File: config.mk
export PLATFORM = sky130hd
export DESIGN_NAME = adder4_operand_seq
export DESIGN_NICKNAME = d
export VERILOG_FILES = /design/src/rtl/adder4_operand_seq.sv
export SDC_FILE = /design/constraint.sdc
export NUM_CORES = 1
export LEC_CHECK = 0
export CAP_MARGIN = 40
export CORE_MARGIN = 10
export CORE_UTILIZATION = 58
export DETAILED_ROUTE_END_ITERATION = 8
export DONT_BUFFER_PORTS = 1
export PLACE_DENSITY = 0.74
export SLEW_MARGIN = 15
export SYNTH_ARGS = -nofsm -noshare
export SYNTH_HDL_FRONTEND = slang
export SYNTH_SLANG_ARGS = --single-unit
File: constraint.sdc
create_clock -name clk -period 2.2 [get_ports clk]
set_input_delay 0.11 -clock clk [delete_from_list [all_inputs] [get_ports clk]]
set_output_delay 0.11 -clock clk [all_outputs]
set_load 0.02 [all_outputs]
File: src/rtl/adder4_operand_seq.sv
// adder4_operand_seq: gathers two operand beats from a single upstream stream
// and holds them as an A/B pair until the downstream adder takes them.
module adder4_operand_seq #(
    parameter int WIDTH = 4
) (
    input  logic             clk,
    input  logic             rst,
    input  logic [WIDTH-1:0] in_data,
    input  logic             in_valid,
    output logic             in_ready,
    input  logic             flush,
    output logic [WIDTH-1:0] op_a,
    output logic [WIDTH-1:0] op_b,
    output logic             op_valid,
    input  logic             op_ready,
    output logic             busy,
    output logic [7:0]       pair_cnt
);
    typedef enum logic [1:0] {S_A, S_B, S_OUT} state_t;
    state_t           r_state;
    state_t           w_next;
    logic [WIDTH-1:0] r_op_a;
    logic [WIDTH-1:0] r_op_b;
    logic             r_op_valid;
    logic [7:0]       r_pair_cnt;
    logic             w_accept;
    logic             w_xfer;
    assign in_ready = !rst && r_state != S_OUT;
    assign busy     = r_state != S_A;
    assign op_a     = r_op_a;
    assign op_b     = r_op_b;
    assign op_valid = r_op_valid;
    assign pair_cnt = r_pair_cnt;
    assign w_accept = in_valid && in_ready && !flush;
    assign w_xfer   = r_state == S_OUT && op_ready && !flush;
    // flush overrides everything and always returns to awaiting operand A
    always_comb begin
        w_next = r_state;
        if (flush)
            w_next = S_A;
        else if (r_state == S_A)
            w_next = w_accept ? S_B : S_A;
        else if (r_state == S_B)
            w_next = w_accept ? S_OUT : S_B;
        else
            w_next = op_ready ? S_A : S_OUT;
    end
    always_ff @(posedge clk or posedge rst) begin
        if (rst) begin
            r_state    <= S_A;
            r_op_a     <= '0;
            r_op_b     <= '0;
            r_op_valid <= 1'b0;
            r_pair_cnt <= 8'd0;
        end else begin
            r_state    <= w_next;
            r_op_valid <= w_next == S_OUT;
            if (w_accept && r_state == S_A)
                r_op_a <= in_data;
            if (w_accept && r_state == S_B)
                r_op_b <= in_data;
            if (w_xfer)
                r_pair_cnt <= r_pair_cnt + 8'd1;
        end
    end
endmodule

After elaboration in Yosys (flattened, before gate mapping)
Cells that the tools add are included.
Operators by class
  eq/ne operators: 4
  reductions and logical operators: 11
  $add $sub $neg: 1
  muxes and demuxes: 6
Operators with widths (number)
  2-to-1 mux 2 bit: 5
  adder 8 x 1 -> 8 bit (second input constant): 1
  logical AND 1 bit: 7
  == test 2 bit (second input constant): 2
  == test 2 x 1 -> 1 bit (second input constant): 1
  zero test 1 bit: 2
  zero test 2 bit: 1
  inequality test 2 bit (second input constant): 1
  nonzero test 2 bit: 1
  2-to-1 mux 1 bit: 1
Word-level totals
  register bits: 19
  input bits: 9
  output and inout bits: 19
  logic and storage cells: 27

Logic depth before layout (Yosys ltp)
  depth in word-level cells: 9
  gate-level depth with buffers: 4
  depth with buffers taken out: 4

Least setup slack after synthesis
Ideal clock, no wire load.
  kind: register -> register
  start point: register r_state[0]
  end point: register r_pair_cnt[7] (netlist: pair_cnt[7])
  stages on the path, launching flop included: 5
  path slack: 0.975 ns
  library setup time: 0.079 ns
  required time: 2.121 ns
  clock period less this slack: 1.225 ns
  path buffers: 1
  data arrival time: 1.146 ns
  path through: dfrtp_1 > nand4bb_1 > buf_6 > nor4_4 > xor2_1
On the way
  word-level cells in the longest chain between the ends: 3
RTL lines
  start, declared: line 20  | state_t r_state;
  start signal, assigned: line 56  | r_state <= w_next;
  == test 2 bit: line 35  | assign w_xfer = r_state == S_OUT && op_ready && !flush;
  logical AND 1 bit (2 in a row): line 35
  end signal, assigned: line 63  | r_pair_cnt <= r_pair_cnt + 8'd1;
  end, declared: line 25  | logic [7:0] r_pair_cnt;
Every way passes these cells.
A chain may end at the register's enable or synchronous reset.

Worst setup path in the final report
Ends and elaborated chain as after synthesis.

==> results.ini <==
[clocking]
cts_root_buf=clkbuf_4
cts_resized=0
htree_levels=1
postCtsHoldBufs=7
path_clk_slew_ns=0.10
cts_buffers=3
cts_max_path_buffers=2
cts_sinks=19
post_cts_buffers=0
cts_tree=done
insertion_delay_ns=0.28

[grt]
grt_max_degree=20
grt_pass1_vias=495
track_usage=0.0956
grt_use_met3=0.0553
grt_pass1_wl_um=2590
antenna_found_initial=0
busiest_layer=met2
grt.overflow.total=0
grtUsageMet2=0.144
met1_usage=0.115

[synthesis]
synth_edf_count=0
yosys.area.top_type=dfrtp_1
netlist_instances=64
ys_seq_area_frac=0.581
synth_common_cells=dfrtp_1 (19), mux2_2 (9), xor2_1 (6)
synth_cell_type_count=19
yosysMostFrequentCell=dfrtp_1
ys_warn_count=0
syn-num-nets=74
synth_area_leaders=dfrtp_1 (58%), mux2_2 (12%), xor2_1 (6.4%)
syn_area_per_cell_sq_um=12.8
postSynth.asyncResetShare=1.00
ys_ff_latch=19
synthesis.area_sq_um=818
synthFlopType=dfrtp_1
netlist.area_leader.share=0.581

[critical_path]
cp_cell_sequence=nand4bb_1 -> nor4_4 -> xor2_1
start_kind=register
worstSetupPathType=register to register
cp.required_ns=2.41
slowest_stage=nand4bb_1
cp_data_arrival_time_ns=1.73
end_kind=register
crit_fanout=8
cpPeakStageDelay_ns=0.45

[placement]
gp_congestion=0.752
io_buffer_count=0
pre_cts_slack_ns=0.715
dp_hpwl_um=1140

[drt]
ant_nets=0
vias=470
first_pass_iters=4
routed_via_density=5.28
drcViolationCount=0
wl_per_cell_um=16.8
drt_iter0_markers=4
finalWirelength_um=1490

[die]
dieArea_sq_um=3310
ioPinCount=28
fp.coreArea_sq_um=1320
die_x_um=57.6
die-height_um=57.6
initial_core_util=0.621
rows=13

[worst_hold_path]
hold_class=primary input to register

[cells_and_area]
area_growth_pct=12.7
nNetsFinal=85
num_antenna_cells=0
nFillCells=90
drive_gt1_frac=0.176

[pwr]
power_leakage_nw=0.458
powerDensity_nw_per_um2=813
seq_power_share=0.666
peakVddDrop_mv=0.603
power.share.clock=0.225
switching_power_w=0.000232
power_frac_comb=0.110
swShare=0.309
p_int_w=0.000518

[sta]
rsz0062_at_grt=false
layout_min_cycle_time_ns=1.51
finalHoldViolCount=0
worstMarginPinSlew_ns=0.696
drv_slew=0
slew_headroom=0.536
tns_ns=0
setup-violations-final=0
fin_skew_ns=0.000752
fmax_mhz=661
worst_slack_ns=0.687
timing.final.crit_share=0.688

[job]
maxCapViolCount=0

[outcome]
status=complete, no violations

## layer usage
metal  vias to the layer above  wire length (um)  part of all wire
met2                        13               701              0.47
met4                         0                12            0.0080
li1                        238                 -                 -
met3                         2               120             0.080
met5                         -                 0                 0
met1                       217               660              0.44
## power groups by stage
stage	Combinational, W	Sequential, W	Clock [W]
2_1_floorplan	0.0000642	0.000493	0
3_3_place_gp	0.0000700	0.000507	0
3_5_place_dp	0.0000719	0.000508	0
4_1_cts	0.0000830	0.000502	0.000175
5_1_grt	0.0000909	0.000508	0.000191
6_report	0.0000821	0.000499	0.000168
## cell usage in the layout, fill, tap and decap left out
cell type / count
dfrtp_1: 19
xor2_1: 6
nand4bb_1: 1
inv_1: 4
nor3_1: 3
ha_1: 1
a21oi_1: 1
dlygate4sd3_1: 7
o21ai_0: 2
nor3b_1: 1
clkbuf_1: 1
mux2_2: 9
or2b_1: 1
nor4_4: 1
nand2_1: 3
nor2_1: 4
nor2b_1: 1
nand3b_1: 1
clkbuf_4: 3
xnor2_1: 2
nand3_1: 3
## cell families (layout without fill, tap and decap cells)
logic type | Yosys count | count (layout) | share of synthesized area
XOR/XNOR | 8 | 8 | 0.0856
buffers and inverters | 5 | 15 | 0.0321
multiplexers | 9 | 9 | 0.124
AO/OA/AOI/OAI | 3 | 3 | 0.0183
AND/OR/NAND/NOR | 19 | 19 | 0.144
flip-flops | 19 | 19 | 0.581
adder cells (fa/ha/maj) | 1 | 1 | 0.0153
## flip-flops by register name, summed over array words and instances (netlist names)
name	cells
op_valid	1
op_a	4
op_b	4
pair_cnt	8
r_state	2
## layout make-up
cell class,instances,area (sq um),area share
flip-flops and latches,19,475,0.516
multi-input cells,40,317,0.343
repair buffers,7,70.1,0.0760
clock buffers,4,26.3,0.0285
well taps,15,18.8,0.0204
inverters,4,15.0,0.0163
## stage by stage
step	total power, W	utilization	instance area (sq um)	hold WS (ns)	std cells
finish	0.000749	0.700	922	0.0596	89
global route	0.000790	0.700	922	0.0724	89
CTS	0.000759	0.700	922	0.0552	89
detailed placement	0.000580	0.627	826	0.144	78
global placement	0.000577	0.627	826	0.143	78
floorplan	0.000557	-	818	0.0611	64
## worst max-delay path: cells and delay by family (launching register included)
kind	cells	cell delay [ns]
xor gates and xnor gates	1	0.17
DFF	1	0.43
and+or+nand+nor	2	0.84
## worst paths after layout
path | from | end | slack (ns) | depth (start not counted)
setup / recovery | r_state[0] | pair_cnt[7] | 0.69 | 3
hold / removal | rst | r_state[0] | 0.06 | 3
setup reg to reg | r_state[0] | pair_cnt[7] | 0.69 | 3
hold reg to reg | r_state[1] | r_state[0] | 0.54 | 1
max in group asynchronous | rst | pair_cnt[6] | 1.39 | 2
min in group asynchronous | rst | r_state[1] | 0.37 | 2
(Power assumes the default switching activity.)
